[src/rtl/gsensor_axis_filter.sv]
// Accelerometer axis smoother: re-times the slow SPI-held value, accepts it at a
// fixed rate once stable, and publishes a power-of-two moving average.
module gsensor_axis_filter #(
  parameter int SAMPLE_DIV    = 50000,
  parameter int STABLE_CYCLES = 8,
  parameter int LOG2_DEPTH    = 3
) (
  input  logic        iCLK,
  input  logic        iRST,
  input  logic [15:0] iDATA,
  input  logic        iEN,
  output logic [15:0] oDATA,
  output logic        oVALID,
  output logic        oFULL
);

  localparam int DEPTH  = 1 << LOG2_DEPTH;
  localparam int SUM_W  = 16 + LOG2_DEPTH;
  localparam int DIV_W  = $clog2(SAMPLE_DIV);
  localparam int FILL_W = LOG2_DEPTH + 1;

  localparam logic [1:0] S_IDLE   = 2'd0;
  localparam logic [1:0] S_WAIT   = 2'd1;
  localparam logic [1:0] S_UPDATE = 2'd2;
  localparam logic [1:0] S_OUT    = 2'd3;

  logic [15:0]             sync_meta;
  logic [15:0]             sync;
  logic [7:0]              stable_cnt;
  logic                    stable;
  logic [DIV_W-1:0]        div_cnt;
  logic                    tick;
  logic                    pending;
  logic                    accept;
  logic [1:0]              state;
  logic [15:0]             smp;
  logic [15:0]             ring [DEPTH];
  logic [15:0]             old_smp;
  logic [LOG2_DEPTH-1:0]   wr_ptr;
  logic [FILL_W-1:0]       fill_cnt;
  logic signed [SUM_W-1:0] sum;
  logic signed [SUM_W-1:0] smp_ext;
  logic signed [SUM_W-1:0] old_ext;
  logic [15:0]             avg;

  always_ff @(posedge iCLK or posedge iRST) begin
    if (iRST) begin
      sync_meta <= '0;
      sync      <= '0;
    end else begin
      // NOTE: non-blocking assignments make this a true two-flop chain; blocking ones would collapse it.
      sync_meta <= iDATA;
      sync      <= sync_meta;
    end
  end

  // The counter clears on the same edge that sync takes a new value.
  always_ff @(posedge iCLK or posedge iRST) begin
    if (iRST) begin
      stable_cnt <= '0;
    end else if (sync_meta != sync) begin
      stable_cnt <= '0;
    end else if (stable_cnt != 8'(STABLE_CYCLES)) begin
      stable_cnt <= stable_cnt + 8'd1;
    end
  end

  assign stable = (stable_cnt == 8'(STABLE_CYCLES));
  assign tick   = (div_cnt == DIV_W'(SAMPLE_DIV - 1));
  assign accept = (state == S_WAIT) && stable;

  // Ticks landing while a request is outstanding simply merge into it.
  always_ff @(posedge iCLK or posedge iRST) begin
    if (iRST) begin
      div_cnt <= '0;
      pending <= 1'b0;
    end else begin
      div_cnt <= tick ? '0 : div_cnt + DIV_W'(1);
      if (tick)        pending <= 1'b1;
      else if (accept) pending <= 1'b0;
    end
  end

  assign old_smp = ring[wr_ptr];
  assign smp_ext = {{LOG2_DEPTH{smp[15]}}, smp};
  assign old_ext = {{LOG2_DEPTH{old_smp[15]}}, old_smp};
  // Top 16 bits of the sum are the floor of an arithmetic divide by the depth.
  assign avg     = sum[LOG2_DEPTH +: 16];

  always_ff @(posedge iCLK or posedge iRST) begin
    if (iRST) begin
      state    <= S_IDLE;
      smp      <= '0;
      wr_ptr   <= '0;
      fill_cnt <= '0;
      sum      <= '0;
      oDATA    <= '0;
      oVALID   <= 1'b0;
      oFULL    <= 1'b0;
      // NOTE: the window is a small register file that must start at zero, so every entry is reset.
      for (int i = 0; i < DEPTH; i++) ring[i] <= '0;
    end else begin
      oVALID <= 1'b0;
      case (state)
        S_IDLE: if (pending) state <= S_WAIT;
        S_WAIT: begin
          if (stable) begin
            smp   <= sync;
            state <= S_UPDATE;
          end
        end
        S_UPDATE: begin
          sum          <= sum + smp_ext - old_ext;
          ring[wr_ptr] <= smp;
          wr_ptr       <= wr_ptr + LOG2_DEPTH'(1);
          if (fill_cnt != FILL_W'(DEPTH))   fill_cnt <= fill_cnt + FILL_W'(1);
          if (fill_cnt == FILL_W'(DEPTH-1)) oFULL    <= 1'b1;
          state <= S_OUT;
        end
        S_OUT: begin
          oDATA  <= iEN ? avg : smp;
          oVALID <= 1'b1;
          state  <= pending ? S_WAIT : S_IDLE;
        end
        default: state <= S_IDLE;
      endcase
    end
  end

endmodule

[config.mk]
export PLATFORM = sky130hd
export DESIGN_NAME = gsensor_axis_filter
export DESIGN_NICKNAME = d
export VERILOG_FILES = /design/src/rtl/gsensor_axis_filter.sv
export SDC_FILE = /design/constraint.sdc
export NUM_CORES = 1
export LEC_CHECK = 0
export ABC_CLOCK_PERIOD_IN_PS = 21500
export CORE_MARGIN = 8
export CORE_UTILIZATION = 25
export DETAILED_ROUTE_END_ITERATION = 10
export SLEW_MARGIN = 10
export SYNTH_ARGS = -nofsm -noshare
export SYNTH_HDL_FRONTEND = slang
export SYNTH_SLANG_ARGS = --single-unit
[constraint.sdc]
create_clock -name iCLK -period 21.5 [get_ports iCLK]
set_input_delay 6.45 -clock iCLK [delete_from_list [all_inputs] [get_ports iCLK]]
set_output_delay 6.45 -clock iCLK [all_outputs]
set_load 0.01 [all_outputs]
Word level (Yosys, flattened, before mapping)

Cells that the tools add are included.

Register bits: 247
Input port bits: 19
Output and inout bits: 18
Logic and storage cells: 67

$add $sub $neg: 6
Order comparisons: 2
Eq/ne operators: 11
Multiplexer cells: 17
Bitwise operators: 1
Reductions and logical operators: 9

Operators by type and width:

| operator              | number |
|---|---|
| $bwmux 128            | 1 |
| $mux 16               | 5 |
| $bmux 16 s3           | 1 |
| $demux 16 s3          | 1 |
| $add 19x16->19        | 1 |
| $sub 19x16->19        | 1 |
| $add 16x1->16 const B | 1 |
| $eq 16x16->1 const B  | 1 |
| $mux 8                | 2 |
| $ne 16x16->1          | 1 |
| $add 8x1->8 const B   | 1 |
| $eq 8x4->1 const B    | 1 |
| $ne 8x4->1 const B    | 1 |
| $pmux 2 s4            | 1 |
| $reduce_and 2->1      | 4 |
| $add 4x1->4 const B   | 1 |
| $eq 2x2->1 const B    | 2 |
| $eq 4x3->1 const B    | 1 |
| $ge 4x4->1 const B    | 1 |
| $lt 4x1->1 const B    | 1 |
| $mux 1                | 4 |
| $mux 2                | 2 |
| $ne 2x2->1 const B    | 2 |
| $ne 4x4->1 const B    | 1 |
| other kinds (6)       | 8 |

Depth between registers and ports, before layout

Gate-level depths: netlist of run 1.

Word-level depth: 6
Mapped depth: 14

Worst setup path before layout of run 1

Ideal clock, no wire load.

Kind: input -> register
Start: in iEN
End: reg oDATA[0]
Data arrival time: 7.341 ns
Slack: 14.022 ns
Stages: 4
Path through: clkbuf_1 buf_2 mux2i_1 a21oi_1

Cells in the longest elaborated chain, start to end: 1

RTL lines:

| what                 | line | RTL |
|---|---|---|
| from (decl)          | 11   | `input logic iEN,` |
| $mux 16              | 121  | `oDATA <= iEN ? avg : smp;` |
| to (signal assigned) | 121  |  |
| to (decl)            | 12   | `output logic [15:0] oDATA,` |

No other way between the ends.
A chain may end at the register's enable or synchronous reset.

==> results.yml, run 1 <==
global_routing:
  grtUsageTotal: 0.0974
  grt_pass1_vias: 7748
  grt_max_degree: 121
  antenna_found_initial: 0
  grt_pass1_wl_um: 43100
  grt-ovfl-total: 0
clocking:
  cts_root_buf: "clkbuf_16"
  cts_made_buffers: 29
  cts_sinks: 247
  h-tree-depth: 1
  clk_path_buf_depth: 3
  postCtsSetupBuffers: 0
  cts.hold.buffers_added: 0
  cts_tree: "yes"
  ctsResizeCount: 0
  clkTransAtPathRegs_ns: 0.06
  clock_latency_ns: 0.54
place:
  hpwl_um: 17900
  post_dp_cell_area_mm2: 0.0129
  io_buffers: 36
  routabilityCongestion: 0.796
min_path:
  hold_class: "reg2reg"
  hold_depth: 0
  worstHoldEndpoint: "sync[2]"
  min_from: "sync_meta[2]"
die:
  core_area_mm2: 0.0473
  die-height_um: 234
  rows: 80
  ios: 37
  die_w_um: 234
  die_area_mm2: 0.0549
  initial_core_util: 0.251
timing:
  fin_setup_tns_ns: 0
  rsz0062_at_grt: "no"
  fmax_ghz: 0.115
  finalCriticalPeriod_ns: 8.72
  post-route-period-util: 0.405
  hold_viol_final: 0
  worst_pin_slew_ns: 1.18
  maxSlewHeadroom: 0.211
  final_max_slew_viol_count: 0
  setup_viol_count_final: 0
  fin_skew_ns: 0.0181
synth:
  synth_edf_count: 0
  synth-adder-area-share: 0.0629
  async_flop_share: 1.00
  synth.cell_area_mm2: 0.0119
  yosys_warnings: 0
  ys_seq_elements: 247
  avgSynthCellArea_um2: 12.0
  yosys.area_share.simple: 0.0825
  seq_area_frac_synth: 0.519
  synthFlopType: "dfrtp_1"
  synth_compound_area_frac: 0.0714
  synth-xor-area-share: 0.0375
  yosys-mux-area-fraction: 0.181
  synth_cell_types: 60
  syn_nets: 1062
  synth_top_family_by_area: "multiplexers"
  syn-instance-count: 994
detailed_routing:
  routed-wl-met2_um: 12200
  drt_iter0_drc: 307
  met1_length_um: 12400
  vias_per_cell: 4.42
  wl_per_cell_um: 15.7
  highest_layer: "met4"
  dr_total_vias: 7366
  wl_met3_um: 1090
  wl_um: 26100
  first_pass_iters: 4
  ant_nets: 0
  drc: 0
setup_path:
  critical_path_class: "in2async"
  worstPathCellList: "clkdlybuf4s50_1 > inv_8 > buf_4 > buf_4"
  max_stage_delay_ns: 0.78
  crit_top_cell: "buf_4"
  cp_max_fo: 120
  cp.arrival_ns: 9.23
  rrSetupSlack_ns: 16.86
  reg2reg_from: "wr_ptr[0]"
  end_kind: "asynchronous set/reset pin"
  rr_endpoint: "sum[16]"
  rr_worst_depth: 12
  required_ns: 22.01
  crit_path_start: "iRST"
  cp_slowest_cell: "buf_4"
  startpoint_type: "input pin"
pwr:
  p_int_uw: 774
  power_uw: 984
  power_leakage_uw: 0.00622
  p_sw_uw: 210
  power_density_mw_per_mm2: 70.8
  swShare: 0.213
  pwr-share-clk: 0.505
  vdd_ir_drop_max_uv: 56.6
  power_frac_comb: 0.017
  seq_power_share: 0.478
layout:
  drive_above_1_share: 0.208
  fin_nets: 1095
  areaGrowthSynthToFinish_pct: 16.9
  fill_cells: 4839
  layout_commonest_cell: "dfrtp_1"
  diodes: 0
  utilization: 0.294
  final_cell_area_mm2: 0.0139
  layout_common_cells: "246 x dfrtp_1, 108 x mux2_2, 94 x nand2_1"
status:
  status: "complete, no violations"
job:
  cap_violations: 0
per-stage QoR:
step | hold slack [ns] | std cells | setup WS [ns]
CTS | 0.398 | 1665 | 12.66
detailed placement | 0.385 | 1611 | 12.07
global placement | 0.380 | 1611 | 12.14
floorplan | 0.372 | 994 | 8.26
global route | 0.414 | 1665 | 12.33
finish | 0.396 | 1665 | 12.78
cells in the mapped netlist, types with 3 or more instances:
cell type  number  share of area
dfrtp_1       247           0.52
mux2_2        108           0.10
nand2_1        94          0.030
inv_1          82          0.026
o21ai_0        74          0.031
nor2_1         48          0.015
a21oi_1        36          0.015
mux4_2         32          0.061
ha_1           31          0.033
xor2_1         30          0.022
nand3_1        24          0.010
clkbuf_1       23         0.0073
mux2i_1        22          0.018
xnor2_1        21          0.015
fa_1           18          0.030
buf_2          12         0.0050
nor3_1          9         0.0038
buf_1           7         0.0022
a21o_1          4         0.0025
and3_1          4         0.0021
nand4_1         4         0.0021
nand4b_1        4         0.0029
nor4_1          4         0.0021
or3_1           4         0.0021
o21a_1          3         0.0019
o21bai_1        3         0.0019
o31ai_1         3         0.0019
registers in the layout, indices dropped and copies added, names as in the netlist:
register and count:
pending 1, sync_meta 16, sum 19, oVALID 1, state 2, sync 16, smp 16, div_cnt 16
wr_ptr 3, fill_cnt 4, ring 128, oDATA 16, oFULL 1, stable_cnt 8
power groups by stage:
stage / logic [µW] / clock network [µW] / registers, µW
after floorplan: 10.0 / 0 / 478
after global placement: 17.3 / 0 / 479
after CTS: 17.6 / 510 / 471
after detailed placement: 17.6 / 0 / 479
after global routing: 19.4 / 528 / 471
final: 16.6 / 497 / 471
critical path: cells and delay by family:
family,cells,cell delay (ns)
buffers and inverters,4,2.66
layer usage:
metal,global-route usage,vias to the layer above
li1,-,3502
met1,0.133,3699
met2,0.160,128
met3,0.0174,37
met4,0.0197,0
met5,0,-
layout make-up:
class	count	area (µm²)	area share
Multi-Input combinational cell	619	5210	0.374
Timing Repair Buffer	48	450	0.0324
Tap cell	615	769	0.0553
Clock inverter	17	180	0.0130
Inverter	82	315	0.0227
Clock buffer	37	806	0.0579
Sequential cell	247	6180	0.444
how the worst max path moves through the flow:
stage | end | slack, ns | depth (start not counted)
after floorplan | div_cnt[0] | 8.26 | 1
after global placement | wr_ptr[0] | 12.14 | 4
after detailed placement | wr_ptr[0] | 12.07 | 4
after CTS | wr_ptr[0] | 12.66 | 4
after global routing | wr_ptr[0] | 12.33 | 4
final | wr_ptr[0] | 12.78 | 4
cells by family (layout without fill, tap and decap cells):
family,after synthesis,count (layout)
simple gates,212,212
compound gates,145,145
mux,162,162
xor+xnor,51,51
buf+inv,128,184
fa+ha+maj,49,49
flops,247,247
Note: power is estimated with default switching activity, not from simulation.
==> run 2, diff against run 1 <==
ABC_CLOCK_PERIOD_IN_PS = 8090   (was 21500)
clock period = 8.09 ns   (was 21.5 ns; I/O delays follow)
==> results.yml, run 2 (synthesis results as in run 1) <==
clocking:
  clock_latency_ns: 0.55
  cts_root_buf: "clkbuf_16"
  h-tree-depth: 1
  cts_made_buffers: 28
  cts_sinks: 247
  cts_tree: "yes"
  cts.hold.buffers_added: 0
  clk_path_buf_depth: 3
  clkTransAtPathRegs_ns: 0.06
  postCtsSetupBuffers: 0
  ctsResizeCount: 0
timing:
  maxSlewHeadroom: 0.270
  setup_viol_count_final: 0
  fin_skew_ns: 0.0137
  fmax_ghz: 0.202
  rsz0062_at_grt: "no"
  worst_pin_slew_ns: 1.09
  final_max_slew_viol_count: 0
  hold_viol_final: 0
  post-route-period-util: 0.613
  finalCriticalPeriod_ns: 4.96
  fin_setup_tns_ns: 0
die:
  rows: 80
  core_area_mm2: 0.0473
  ios: 37
  initial_core_util: 0.251
  die_area_mm2: 0.0549
  die-height_um: 234
  die_w_um: 234
min_path:
  hold_class: "reg2reg"
  min_from: "sync_meta[11]"
global_routing:
  antenna_found_initial: 0
  grtUsageTotal: 0.0976
  grt_pass1_wl_um: 43500
  grt-ovfl-total: 0
  grt_max_degree: 169
  grt_pass1_vias: 7820
layout:
  layout_commonest_cell: "dfrtp_1"
  diodes: 0
  fin_nets: 1093
  drive_above_1_share: 0.200
  multi_input_area_mm2: 0.00521
  fill_cells: 4822
  layout_common_cells: "246 x dfrtp_1, 108 x mux2_2, 94 x nand2_1"
  largest_reg_flops: 128
  areaGrowthSynthToFinish_pct: 16.2
  top_regs: "ring: 128 flops, sum: 19 flops"
  seqCellArea_mm2: 0.00618
  final_cell_area_mm2: 0.0138
  regMostFlops: "ring"
detailed_routing:
  dr_total_vias: 7377
  wl_per_cell_um: 15.7
  routed-wl-met2_um: 11700
  ant_nets: 0
  wl_um: 26000
  first_pass_iters: 5
  vias_per_cell: 4.45
  wl_met3_um: 847
  met1_length_um: 12900
  drc: 0
  drt_iter0_drc: 411
  highest_layer: "met4"
place:
  routabilityCongestion: 0.858
  post_dp_cell_area_mm2: 0.0129
  io_buffers: 36
  hpwl_um: 17800
setup_path:
  end_kind: "flop"
  cp.arrival_ns: 5.39
  cp_slowest_cell: "dfrtp_2"
  required_ns: 8.52
  cp_num_buf_inv: 2
  cp_max_fo: 27
  crit_top_cell: "fa_1"
  worstPathCellList: "buf_4 > mux4_2 > mux2_2 > fa_1 > inv_1 > fa_1 > a21oi_1 > o21ai_1 > a2111oi_4 > nor3_1 > or3_1 > a31o_1"
  worst_path_dominant_cell_family: "compound AO/OA/AOI/OAI gates"
  startpoint_type: "flop"
  crit_path_start: "wr_ptr[0]"
  critical_path_class: "reg2reg"
  max_stage_delay_ns: 0.93
  reg2reg_from: "wr_ptr[0]"
pwr:
  power_density_mw_per_mm2: 183
  power_leakage_uw: 0.00618
  vdd_ir_drop_max_uv: 167
status:
  status: "complete, no violations"
job:
  cap_violations: 0
run 2: final cells by class:
class / count / share of cell area
clock inverters: 11 / 0.00896
well taps: 615 / 0.0556
flip-flops and latches: 247 / 0.447
clock buffers: 38 / 0.0563
repair buffers: 47 / 0.0329
inverters: 82 / 0.0225
multi-input cells: 619 / 0.377
run 2: per-stage QoR:
stage / hold slack, ns / worst slack (ns) / utilization / cells / total power, µW
6_report: 0.390 / 3.13 / 0.292 / 1659 / 2540
3_3_place_gp: 0.379 / 3.20 / 0.273 / 1610 / 1320
2_1_floorplan: 0.372 / 2.42 / - / 994 / 1300
3_5_place_dp: 0.380 / 3.12 / 0.273 / 1610 / 1320
5_1_grt: 0.408 / 2.86 / 0.292 / 1659 / 2640
4_1_cts: 0.391 / 3.10 / 0.292 / 1659 / 2580
run 2: final timing paths:
| check | slack [ns] | cells after the start | endpoint |
|---|---|---|---|
| max | 3.13 | 12 | sum[16] |
| min reg2reg | 0.39 | 0 | sync[11] |
| max reg2reg | 3.13 | 12 | sum[16] |
| min | 0.39 | 0 | sync[11] |
| min in group asynchronous | 2.41 | 3 | sync_meta[1] |
| max in group asynchronous | 4.79 | 3 | wr_ptr[0] |
run 2: per-layer routing:
layer | global-route usage | vias up
met5 | 0 | -
met3 | 0.0133 | 44
met4 | 0.0214 | 0
li1 | - | 3491
met1 | 0.141 | 3719
met2 | 0.154 | 123
run 2: where the power goes:
part	switching [µW]	internal (µW)
registers	5.90	1240
logic	29.7	14.3
clock network	508	736
run 2: worst reg2reg max path: stages, from the launching register on:
cell	delay, ns
dfrtp_2	0.93
buf_4	0.44
mux4_2	0.55
mux2_2	0.28
fa_1	0.48
inv_1	0.07
fa_1	0.46
a21oi_1	0.25
o21ai_1	0.21
a2111oi_4	0.47
nor3_1	0.11
or3_1	0.35
a31o_1	0.23
==> run 3, diff against run 2 <==
ABC_CLOCK_PERIOD_IN_PS = 5000   (was 8090)
clock period = 5 ns   (was 8.09 ns; I/O delays follow)
==> results.yml, run 3 (synthesis results as in run 1) <==
status:
  status: "complete, no violations"
die:
  die_w_um: 234
  rows: 80
  die_area_mm2: 0.0549
  die-height_um: 234
  core_area_mm2: 0.0473
  ios: 37
  initial_core_util: 0.251
setup_path:
  cp_max_fo: 16
  cp_slowest_cell: "dfrtp_2"
  critical_path_class: "reg2reg"
  rr_worst_depth: 11
  cp.arrival_ns: 4.78
  max_stage_delay_ns: 0.69
  required_ns: 5.45
  startpoint_type: "flop"
  worstPathCellList: "buf_4 > mux4_2 > mux2_2 > fa_1 > inv_1 > ha_1 > nand2_1 > o41a_1 > or3_1 > and4_4 > o31ai_2"
  end_kind: "flop"
  reg2reg_from: "wr_ptr[0]"
  crit_path_start: "wr_ptr[0]"
detailed_routing:
  first_pass_iters: 4
  dr_total_vias: 7394
  vias_per_cell: 4.44
  wl_um: 26200
  drc: 0
  ant_nets: 0
  wl_per_cell_um: 15.8
  drt_iter0_drc: 408
layout:
  largest_reg_flops: 128
  utilization: 0.293
  top_regs: "ring: 128 flops, sum: 19 flops"
  fin_nets: 1098
  final_cell_area_mm2: 0.0139
  diodes: 0
  layout_commonest_cell: "dfrtp_1"
  areaGrowthSynthToFinish_pct: 16.5
  drive_above_1_share: 0.204
  regMostFlops: "ring"
  layout_common_cells: "246 x dfrtp_1, 108 x mux2_2, 94 x nand2_1"
global_routing:
  grt_pass1_vias: 7825
  grt-ovfl-total: 0
  use_met2: 0.160
  grt_pass1_wl_um: 43400
  use_met1: 0.136
  busiest_layer: "met2"
  grt_max_degree: 102
  use_met3: 0.0157
  antenna_found_initial: 0
  grtUsageTotal: 0.0977
clocking:
  cts_root_buf: "clkbuf_16"
  cts.hold.buffers_added: 0
  clkTransAtPathRegs_ns: 0.06
  cts_made_buffers: 28
  clk_path_buf_depth: 3
  clock_latency_ns: 0.54
  ctsResizeCount: 0
  postCtsSetupBuffers: 0
  cts_tree: "yes"
  h-tree-depth: 1
  cts_sinks: 247
place:
  post_dp_cell_area_mm2: 0.0130
  hpwl_um: 18500
  routabilityCongestion: 0.783
  io_buffers: 36
timing:
  setup_viol_count_final: 0
  rsz0062_at_grt: "no"
  fmax_ghz: 0.231
  fin_skew_ns: 0.0169
  finalCriticalPeriod_ns: 4.32
  maxSlewHeadroom: 0.233
  hold_viol_final: 0
  final_max_slew_viol_count: 0
  fin_setup_tns_ns: 0
  worst_pin_slew_ns: 1.15
  post-route-period-util: 0.865
pwr:
  power_leakage_uw: 0.00621
  vdd_ir_drop_max_uv: 229
  power_density_mw_per_mm2: 296
min_path:
  hold_class: "reg2reg"
  min_from: "sync_meta[15]"
  hold_depth: 0
job:
  cap_violations: 0
## run 3: power by group
group	leakage (µW)	switching (µW)	internal, µW
Clock	0.000440	813	1190
Sequential	0.00328	9.40	2010
Combinational	0.00249	49.1	24.7
## run 3: layout make-up
class                      count  area, µm²
fill                        4817      33500
sequential                   247       6180
multi-input combinational    619       5200
clock buffer                  38        778
tap                          615        769
timing repair buffer          52        505
inverter                      82        312
clock inverter                11        125
## run 3: per-layer routing
metal,vias up,share of wire
met5,-,0
met4,0,0.015
met3,34,0.031
met2,129,0.46
met1,3733,0.50
li1,3498,-
## run 3: final timing paths
check / to / slack (ns)
worst max-delay path: sum[15] / 0.68
worst min-delay path: sync[15] / 0.39
worst max register to register: sum[15] / 0.68
worst min register to register: sync[15] / 0.39
max in group asynchronous: div_cnt[6] / 2.48
min in group asynchronous: sync_meta[1] / 1.34
## run 3: through the flow
step           cells  setup WS (ns)  hold WS [ns]  power, µW
3_3_place_gp    1615          0.747         0.378       2140
3_5_place_dp    1615          0.662         0.382       2140
6_report        1664          0.675         0.387       4100
4_1_cts         1664          0.662         0.392       4160
2_1_floorplan    994          0.254         0.372       2100
5_1_grt         1664          0.415         0.405       4260
## run 3: critical path, delay by kind of cell (launching register included)
kind,cells,cell delay (ns)
simple gates,3,0.74
flops,1,0.69
buf+inv,2,0.41
compound gates,2,0.67
fa+ha+maj,2,0.92
mux,2,0.80
